`src/rtl/mbist_checkerboard_ctrl.sv`:
```
// Checkerboard MBIST controller: sequences the pattern counter, gates it onto the SRAM
// port and checks read data through a READ_LAT-deep compare pipeline.
module mbist_checkerboard_ctrl #(
    parameter int ADDR_W     = 8,
    parameter int DATA_W     = 4,
    parameter int READ_LAT   = 1,
    parameter int FAIL_CNT_W = 8
) (
    input  logic                  clk,
    input  logic                  rst,
    input  logic                  start,
    input  logic                  abort,
    input  logic [ADDR_W-1:0]     gen_addr,
    input  logic [DATA_W-1:0]     gen_data,
    input  logic                  gen_we,
    input  logic                  gen_cout,
    output logic                  gen_cen,
    output logic                  gen_rst,
    output logic                  mem_en,
    output logic                  mem_we,
    output logic [ADDR_W-1:0]     mem_addr,
    output logic [DATA_W-1:0]     mem_wdata,
    input  logic [DATA_W-1:0]     mem_rdata,
    output logic                  busy,
    output logic                  done,
    output logic                  pass,
    output logic [FAIL_CNT_W-1:0] fail_count,
    output logic [ADDR_W-1:0]     first_fail_addr,
    output logic [DATA_W-1:0]     first_fail_data
);

    localparam int DCW = $clog2(READ_LAT + 1);

    typedef enum logic [2:0] {
        S_IDLE,
        S_CLEAR,
        S_RUN,
        S_DRAIN,
        S_DONE
    } state_e;

    state_e                         state_q, state_d;
    logic [DCW-1:0]                 drain_q, drain_d;
    logic [READ_LAT-1:0]            vld_q;
    logic [READ_LAT-1:0][ADDR_W-1:0] paddr_q;
    logic [READ_LAT-1:0][DATA_W-1:0] pexp_q;
    logic [FAIL_CNT_W-1:0]          fcnt_q, fcnt_d;
    logic [ADDR_W-1:0]              ffa_q, ffa_d;
    logic [DATA_W-1:0]              ffd_q, ffd_d;
    logic                           seen_q, seen_d;

    logic run, rd_push, flush, miscmp;

    assign run      = (state_q == S_RUN);
    assign gen_cen  = run & ~gen_cout;
    assign mem_en   = run & ~gen_cout;
    assign mem_we   = gen_we & mem_en;
    assign mem_addr  = run ? gen_addr : '0;
    assign mem_wdata = run ? gen_data : '0;
    assign gen_rst  = rst | (state_q == S_CLEAR);
    assign busy     = (state_q == S_CLEAR) | run | (state_q == S_DRAIN);
    assign done     = (state_q == S_DONE);
    assign pass     = done & (fcnt_q == '0);

    assign fail_count      = fcnt_q;
    assign first_fail_addr = ffa_q;
    assign first_fail_data = ffd_q;

    assign rd_push = mem_en & ~mem_we;
    // Anything that leaves RUN/DRAIN (abort, completion, new run) empties the pipe.
    assign flush   = !(state_d == S_RUN || state_d == S_DRAIN);
    assign miscmp  = vld_q[READ_LAT-1] && (mem_rdata != pexp_q[READ_LAT-1]);

    always_comb begin
        state_d = state_q;
        drain_d = drain_q;
        case (state_q)
            S_IDLE: begin
                if (start && !abort) state_d = S_CLEAR;
            end
            S_CLEAR: begin
                state_d = abort ? S_IDLE : S_RUN;
            end
            S_RUN: begin
                if (abort) begin
                    state_d = S_IDLE;
                end else if (gen_cout) begin
                    state_d = S_DRAIN;
                    drain_d = DCW'(READ_LAT - 1);
                end
            end
            S_DRAIN: begin
                if (abort)                state_d = S_IDLE;
                else if (drain_q == '0)   state_d = S_DONE;
                else                      drain_d = drain_q - DCW'(1);
            end
            S_DONE: begin
                if (abort)      state_d = S_IDLE;
                else if (start) state_d = S_CLEAR;
            end
            default: state_d = S_IDLE;
        endcase
    end

    always_comb begin
        fcnt_d = fcnt_q;
        ffa_d  = ffa_q;
        ffd_d  = ffd_q;
        seen_d = seen_q;
        if (state_d == S_CLEAR && state_q != S_CLEAR) begin
            fcnt_d = '0;
            ffa_d  = '0;
            ffd_d  = '0;
            seen_d = 1'b0;
        end else if (miscmp) begin
            if (fcnt_q != '1) fcnt_d = fcnt_q + FAIL_CNT_W'(1);
            if (!seen_q) begin
                ffa_d  = paddr_q[READ_LAT-1];
                ffd_d  = mem_rdata;
                seen_d = 1'b1;
            end
        end
    end

    always_ff @(posedge clk or posedge rst) begin
        if (rst) begin
            state_q <= S_IDLE;
            drain_q <= '0;
            fcnt_q  <= '0;
            ffa_q   <= '0;
            ffd_q   <= '0;
            seen_q  <= 1'b0;
        end else begin
            state_q <= state_d;
            drain_q <= drain_d;
            fcnt_q  <= fcnt_d;
            ffa_q   <= ffa_d;
            ffd_q   <= ffd_d;
            seen_q  <= seen_d;
        end
    end

    // Stage 0 holds the access issued last cycle; stage READ_LAT-1 lines up with mem_rdata.
    always_ff @(posedge clk or posedge rst) begin
        if (rst) begin
            vld_q   <= '0;
            paddr_q <= '0;
            pexp_q  <= '0;
        end else if (flush) begin
            vld_q   <= '0;
            paddr_q <= '0;
            pexp_q  <= '0;
        end else begin
            vld_q[0]   <= rd_push;
            paddr_q[0] <= gen_addr;
            pexp_q[0]  <= gen_data;
            for (int i = 1; i < READ_LAT; i++) begin
                vld_q[i]   <= vld_q[i-1];
                paddr_q[i] <= paddr_q[i-1];
                pexp_q[i]  <= pexp_q[i-1];
            end
        end
    end

endmodule

```
`config.mk`:
```
export PLATFORM = sky130hd
export DESIGN_NAME = mbist_checkerboard_ctrl
export DESIGN_NICKNAME = d
export VERILOG_FILES = /design/src/rtl/mbist_checkerboard_ctrl.sv
export SDC_FILE = /design/constraint.sdc
export NUM_CORES = 1
export LEC_CHECK = 0
export CORE_MARGIN = 1.5
export CORE_UTILIZATION = 48
export DETAILED_ROUTE_END_ITERATION = 7
export HOLD_SLACK_MARGIN = 0.15
export PLACE_DENSITY = 0.9
export SLEW_MARGIN = 20
export SYNTH_ARGS = -nofsm -noshare
export SYNTH_HDL_FRONTEND = slang
export SYNTH_SLANG_ARGS = --single-unit
```
`constraint.sdc`:
```
create_clock -name clk -period 2.7 [get_ports clk]
set_clock_uncertainty 0.2 [all_clocks]
set_input_delay 0.405 -clock clk [delete_from_list [all_inputs] [get_ports clk]]
set_output_delay 0.405 -clock clk [all_outputs]
set_load 0.05 [all_outputs]
```
Word-level counts from Yosys, hierarchy flattened --
Index checks and enable logic that the tools add are counted.
Storage, ports and cells: bits in registers 38, output and inout port bits 39, logic and storage cells 77
Cells by class: add/subtract/negate cells 2, equal/unequal tests 14, multiplexer cells 30, bitwise gates (word level) 9, reductions and logical operators 13
Operators with widths (count):
- $mux W8 | 8
- $mux W3 | 7
- $mux W4 | 5
- $pmux W3 S5 | 1
- $eq A3 B2 Y1 const B | 4
- $add A8 B1 Y8 const B | 1
- $logic_not A8 Y1 | 1
- $ne A8 B8 Y1 const B | 1
- $mux W1 | 7
- $eq A3 B1 Y1 const B | 2
- $ne A2 B2 Y1 const B | 3
- $reduce_bool A2 Y1 | 3
- $and A1 B1 Y1 | 4
- $ne A4 B4 Y1 | 1
- $reduce_and A2 Y1 | 2
- $reduce_and A4 Y1 | 1
- $eq A3 B3 Y1 const B | 1
- $logic_and A1 B1 Y1 | 3
- $logic_not A3 Y1 | 1
- $ne A3 B1 Y1 const B | 1
- $or A1 B1 Y1 | 3
- $mux W2 | 1
- $ne A2 B1 Y1 const B | 1
- $not A1 Y1 | 2
- other kinds (4) | 4

Logic depth before layout (Yosys ltp) --
Gate-level depths: netlist of run 1.
depth after elaboration 8, gate-level depth with buffers 6, mapped depth without buffers 5

Least setup slack after synthesis of run 1 --
Ideal clock, no wire load.
kind flip-flop to output port, start register state_q[0], end output port pass, arrival time 2.675 ns, setup slack -0.580 ns, stages on the path, launching flop included 6, path buffers 1, path through dfrtp_1 > clkbuf_1 > nor2_1 > and2_1 > nand2_1 > nor4_1
On the way: cells in the longest elaborated chain, start to end 2
RTL lines:
- from (decl) | RTL line 42 | state_e state_q, state_d;
- from (signal assigned) | RTL line 134 | state_q <= state_d;
- $eq A3 B3 Y1 | RTL line 62 | assign done = (state_q == S_DONE);
- net done | RTL line 25 | output logic done,
- $and A1 B1 Y1 | RTL line 63 | assign pass = done & (fcnt_q == '0);
- to (decl) | RTL line 26 | output logic pass,
The timed path passes the listed nets, and every way through them passes these cells.

Worst setup path after layout of run 1 --
start register state_q[0], end output port done
On the way: cells in the longest elaborated chain, start to end 1
RTL lines (RTL line):
- $eq A3 B3 Y1 | 62
- to (decl) | 25
Every way passes these cells.

==> results of run 1 <==
[power groups by stage]
stage	Sequential, W	Clock [W]	Combinational [W]
after floorplan	0.000599	0	0.000164
after global placement	0.000599	0	0.000305
after detailed placement	0.000600	0	0.000311
after CTS	0.000589	0.000498	0.000312
after global routing	0.000591	0.000535	0.000329
final	0.000589	0.000490	0.000309
[logic make-up (layout without fill, tap and decap cells)]
family	Yosys count	count (layout)	synth area share (%)
simple gates	89	89	27.4
xor+xnor	5	5	2.45
flops	37	37	51.9
buf+inv	15	80	3.64
mux	1	1	0.561
fa+ha+maj	2	2	1.40
compound gates	34	34	12.7
[sequential cells by signal, indices dropped and copies added, names as in the netlist]
register,cells
vld_q,1
fail_count,8
seen_q,1
state_q,3
pexp_q,4
paddr_q,8
first_fail_data,4
first_fail_addr,8
[synth_stat cells (all sizes together)]
library cell,instances,area share (%)
nor2b,3,1.1
o41a,2,1.3
nor2,7,1.5
o21ai,17,4.8
xor2,4,2.0
a22oi,1,0.42
o41ai,2,1.8
dfrtp,37,52
nor4b,1,0.49
nor3,3,0.84
or4,2,0.84
or3,1,0.35
and4,1,0.49
a31oi,2,0.70
nand2b,2,0.70
and2,27,9.5
a211oi,1,0.42
a2bb2oi,1,0.49
or4b,1,0.56
o31ai,2,0.84
mux2i,1,0.56
clkbuf,6,1.3
nor4,2,1.1
buf,5,1.5
a21oi,5,1.4
xnor2,1,0.49
a41o,1,0.56
ha,2,1.4
nand2,18,3.8
nand4,1,0.35
nand3,16,4.5
nor3b,1,0.42
inv,4,0.84
and3,3,1.1
[through the flow]
step	setup slack, ns	power (W)	util (%)
final	0.133	0.00139	79.6
after global routing	0.0239	0.00146	79.6
after CTS	0.137	0.00140	79.6
after detailed placement	0.180	0.000911	76.1
after global placement	0.273	0.000904	76.1
after floorplan	-0.0175	0.000762	-
[layout make-up]
| class | count | area [µm²] | share of cell area (%) |
|---|---|---|---|
| multi-input cells | 131 | 815 | 29.7 |
| inverters | 4 | 15.0 | 0.548 |
| repair buffers | 68 | 806 | 29.4 |
| well taps | 46 | 57.6 | 2.10 |
| clock buffers | 6 | 82.6 | 3.02 |
| clock inverters | 2 | 37.5 | 1.37 |
| flip-flops and latches | 37 | 926 | 33.8 |
[worst max path at each step]
stage	start	endpoint	slack, ns
after floorplan	state_q[0]	pass	-0.02
after global placement	mem_rdata[1]	fail_count[4]	0.27
after detailed placement	mem_rdata[1]	fail_count[4]	0.18
after CTS	state_q[0]	done	0.14
after global routing	state_q[0]	done	0.02
final	state_q[0]	done	0.13
[routing by layer]
| metal | vias up | wire [µm] | global-route usage (%) |
|---|---|---|---|
| met1 | 706 | 1790 | 28.0 |
| met3 | 8 | 221 | 7.39 |
| met4 | 0 | 85 | 9.24 |
| met2 | 59 | 1950 | 34.6 |
| li1 | 760 | - | - |
| met5 | - | 0 | 0 |
[worst max-delay path, delay by kind of cell (launching register included)]
kind	cells	cell delay [ns]
buf+inv	1	0.83
flops	1	0.47
simple gates	2	0.37
==> summary.txt, run 1 <==
Inst Count DP: 286
Worst Hold Path Cells: 2
CP Capture Type: output port
ANT nets after route: 0
First-pass detailed-route iteration total: 4
TNS Setup: 0 ns
Hold Path Origin: first_fail_addr[5]
Slew HR: 60.1%
Initial core utilization: 51.9%
Average wire per standard cell: 13.8 µm
GR Util All Layers: 22.1%
Commonest non-fill, non-tap cells in the layout: clkdlybuf4s50_1 (43), dfrtp_1 (37), and2_1 (27), nand2_1 (18)
Synthesized area: 1790 µm²
Post-Layout Inst Area: 2740 µm²
Final setup viols: 0
Vias in the first global route: 1524
Pwr per Cell Area: 507 nW/µm²
Largest net degree at the start of global routing: 38
Critical path class: reg2out
CP Launch Type: flop
Hold Slack: 0.304 ns
DP HPWL: 2970 µm
Synthesized net count: 207
Max Fclk: 390 MHz
Crit path largest cell delay: 0.83 ns
Placeable Area: 3440 µm²
Reg2reg path depth: 4
Reg2Reg Setup Slack: 0.68 ns
First-pass GRT wire length: 6840 µm
Final Hold Fails: 0
Bufs on Longest Clock Path: 2
Dpl cell area: 2620 µm²
Die area: 4090 µm²
# resized after CTS: 0
Io pins: 61
CP Max Fanout: 8
Clk pin slew, worst setup/hold paths: 0.07 ns
Worst flop-to-flop path endpoint: fail_count[6]
Avg Inst Size Synth: 9.76 µm²
Clock share of power: 35.3%
Post-synthesis cell type count: 37
Commonest non-fill, non-tap cell in the layout: clkdlybuf4s50_1
CTS H-Tree Depth: 2
CTS tree: done
Die width: 64.0 µm
Crit-path cells: nor2_1 > and2_1 > clkdlybuf4s50_1
Gr ovfl total: 0
Hold_buf cts: 0
Combinational share of power: 22.3%
Inserted Clock Buffers: 5
Initial antenna violation count: 0
Reg power frac: 42.4%
Total routed wirelength: 4050 µm
Part of the cycle the worst path needs: 95.1%
Layout cells sized above 1: 15.3%
Net Sw Power: 0.000378 W
Worst-margin pin slew: 0.592 ns
Worst Hold Class: reg2reg
Core Rows: 21
Outcome: complete, no violations
Sw frac: 27.2%
Number of diodes: 0
Slowest stage cell, crit path: clkdlybuf4s50_1
Pleak: 1.20 nW
WP data required: 2.10 ns
Layout Nets: 271
CTS Root Buffer Type: clkbuf_8
Max cap viols: 0
P_int: 0.00101 W
Vias: 1533
WHS Endpoint: first_fail_addr[5]
Sequential cell area fraction in the yosys report: 51.9%
Number of I/O port buffers: 60
DR iter-0 viols: 105
Sink Count: 37
RSZ-0062 raised after global routing: no
Crit path DAT: 1.96 ns
Die Span Y: 64.0 µm
Final GP Congestion: 0.813
Fin cells: 294
Clk_lat worst skew: 0.29 ns
Period minus WS final: 2.57 ns
Number of fill cells: 221
Area Growth Syn to Fin: 53.4%
DRC: 0
FF+latch count, synth: 37
Slew Limit Fails: 0
Synth warnings: 0
Setup Buffers After CTS: 0
Post-Synthesis Cells: 183
R2r startpoint: pexp_q[3]
Via/cell ratio: 5.21
Maximum vdd ir drop: 318 µV
(Power assumes the default switching activity.)
==> run 2: changes to the inputs <==
--- a/config.mk
+++ b/config.mk
@@ -10,6 +10,7 @@
 export DETAILED_ROUTE_END_ITERATION = 7
 export HOLD_SLACK_MARGIN = 0.15
 export PLACE_DENSITY = 0.9
+export SETUP_SLACK_MARGIN = 0.4
 export SLEW_MARGIN = 20
 export SYNTH_ARGS = -nofsm -noshare
 export SYNTH_HDL_FRONTEND = slang
==> run 2 against run 1 <==
Against the previous run:
- first-iteration DRC count increased by 39%
- maximum frequency increased by 13%
- cell area increased by 4.2%
- power increased by 2.4%
- worst hold slack got worse by 0.0037 ns
- sequential share of layout area decreased by 1.3 points
- global-route usage increased by 2.5 points
- register-to-register slack about the same
- largest power group unchanged
- highest routed layer unchanged
==> summary.txt, run 2 (same netlist as run 1, synthesis figures left out) <==
Maximum vdd ir drop: 349 µV (was 318 µV)
Final setup viols: 0 (unchanged)
Largest net degree at the start of global routing: 38 (unchanged)
Clk pin slew, worst setup/hold paths: 0.08 ns (was 0.07 ns)
Die area: 4090 µm² (unchanged)
Net Sw Power: 0.000397 W (was 0.000378 W)
Commonest non-fill, non-tap cells in the layout: clkdlybuf4s50_1 (38), dfrtp_1 (35), and2_1 (25), nand2_1 (18), buf_12 (18) (was clkdlybuf4s50_1 (43), dfrtp_1 (37), and2_1 (27), nand2_1 (18))
Sw frac: 27.9% (was 27.2%)
CP top delay family: simple AND/OR/NAND/NOR gates (was buffers and inverters)
Placeable Area: 3440 µm² (unchanged)
Slew Limit Fails: 0 (unchanged)
Period minus WS final: 2.27 ns (was 2.57 ns)
Die width: 64.0 µm (unchanged)
Part of the cycle the worst path needs: 83.9% (was 95.1%)
Inserted Clock Buffers: 5 (unchanged)
CP Launch Type: flop (unchanged)
Average wire per standard cell: 15.6 µm (was 13.8 µm)
WP data required: 2.10 ns (about the same)
Crit-path cells: inv_1 > ha_1 > nor4b_2 > nand2_1 > nor4_4 > buf_12 (was nor2_1 > and2_1 > clkdlybuf4s50_1)
First-pass GRT wire length: 7690 µm (was 6840 µm)
Core Rows: 21 (unchanged)
GR Util All Layers: 24.6% (was 22.1%)
CTS tree: done (unchanged)
DRC: 0 (unchanged)
Crit path largest cell delay: 0.41 ns (was 0.83 ns)
Worst Hold Class: reg2reg (unchanged)
Critical path class: reg2out (unchanged)
CTS H-Tree Depth: 2 (unchanged)
Number of fill cells: 181 (was 221)
Slowest stage cell, crit path: dfrtp_1 (was clkdlybuf4s50_1)
Final Power: 0.00142 W (was 0.00139 W)
Via/cell ratio: 5.50 (was 5.21)
Number of diodes: 0 (unchanged)
Pwr per Cell Area: 499 nW/µm² (was 507 nW/µm²)
ANT nets after route: 0 (unchanged)
Max cap viols: 0 (unchanged)
Clk_lat worst skew: 0.30 ns (was 0.29 ns)
DR iter-0 viols: 146 (was 105)
Final Hold Fails: 0 (unchanged)
Outcome: complete, no violations (unchanged)
TNS Setup: 0 ns (unchanged)
Number of I/O port buffers: 60 (unchanged)
CTS Root Buffer Type: clkbuf_8 (unchanged)
Pleak: 1.29 nW (was 1.20 nW)
Max Fclk: 441 MHz (was 390 MHz)
First-pass detailed-route iteration total: 4 (unchanged)
Hold Slack: 0.300 ns (was 0.304 ns)
Slew HR: 56.2% (was 60.1%)
Vias in the first global route: 1703 (was 1524)
Initial core utilization: 51.9% (unchanged)
Io pins: 61 (unchanged)
Vias: 1638 (was 1533)
Reg power frac: 41.5% (was 42.4%)
P_int: 0.00103 W (was 0.00101 W)
Multi-input gate area: 850 µm² (was 815 µm²)
Reg area: 928 µm² (was 926 µm²)
Gr ovfl total: 0 (unchanged)
RSZ-0062 raised after global routing: yes (was no)
Post-Route Utilization: 82.9% (was 79.6%)
Layout cells sized above 1: 19.8% (was 15.3%)
Total routed wirelength: 4660 µm (was 4050 µm)
Area Growth Syn to Fin: 59.8% (was 53.4%)
Clock share of power: 35.1% (was 35.3%)
CP Max Fanout: 4 (was 8)
Die Span Y: 64.0 µm (unchanged)
Layout Nets: 275 (was 271)
Crit path DAT: 1.66 ns (was 1.96 ns)
Final GP Congestion: 0.910 (was 0.813)
Commonest non-fill, non-tap cell in the layout: clkdlybuf4s50_1 (unchanged)
DP Worst Slack: 0.179 ns (was 0.180 ns)
Final setup margin: 0.433 ns (was 0.133 ns)
DP HPWL: 3130 µm (was 2970 µm)
Hold_buf cts: 0 (unchanged)
Worst-margin pin slew: 0.650 ns (was 0.592 ns)
WP buf/inv: 2 (was 1)
Bufs on Longest Clock Path: 2 (unchanged)
Combinational share of power: 23.4% (was 22.3%)
Initial antenna violation count: 0 (unchanged)
Sink Count: 37 (unchanged)
CP Capture Type: output port (unchanged)
==> run 2: area by class of cell <==
| type | count | share of cell area (%) |
|---|---|---|
| Clock buffer | 6 | 2.89 |
| Clock inverter | 2 | 1.32 |
| Inverter | 4 | 0.658 |
| Multi-Input combinational cell | 131 | 29.8 |
| Sequential cell | 37 | 32.5 |
| Tap cell | 46 | 2.02 |
| Timing Repair Buffer | 72 | 30.8 |
==> run 2: path summary, 6_finish.rpt <==
path,start,to,slack [ns],cells past startpoint
max reg2reg,pexp_q[1],fail_count[6],0.68,4
max,fail_count[0],pass,0.43,6
max in group asynchronous,rst,state_q[1],1.55,3
min reg2reg,paddr_q[1],first_fail_addr[1],0.30,2
min,paddr_q[1],first_fail_addr[1],0.30,2
min in group asynchronous,rst,pexp_q[0],0.41,3
==> run 2: power groups by stage <==
| stage | combinational (W) | sequential (W) | clock [W] |
|---|---|---|---|
| floorplan | 0.000166 | 0.000599 | 0 |
| global placement | 0.000314 | 0.000598 | 0 |
| detailed placement | 0.000319 | 0.000599 | 0 |
| CTS | 0.000323 | 0.000589 | 0.000506 |
| global route | 0.000352 | 0.000592 | 0.000537 |
| finish | 0.000333 | 0.000590 | 0.000500 |
==> run 2: worst register-to-register path, delay by kind of cell (launching register included) <==
family           cells  cell delay, ns
flip-flops           1            0.40
AND/OR/NAND/NOR      1            0.55
AO/OA/AOI/OAI        2            0.40
XOR/XNOR             1            0.40
==> run 2: layer usage <==
metal	global-route usage [%]	vias up	wire length (µm)
li1	-	770	-
met5	0	-	0
met1	29.3	784	1880
met3	5.99	8	293
met4	9.78	0	78
met2	42.7	76	2410
==> run 2: what timing repair did <==
item / in CTS / in global routing
cloned: 0 / 0
pin swaps: 1 / 0
setup buffers: 1 / 3
resized for setup: 5 / 6
setup endpoints to repair: 4 / 10
hold endpoints to repair: 0 / 0
==> run 2: per-stage QoR <==
stage	area, µm²	cells
6_report	2850	298
5_1_grt	2850	298
4_1_cts	2800	295
3_5_place_dp	2660	286
3_3_place_gp	2660	286
2_1_floorplan	1810	183
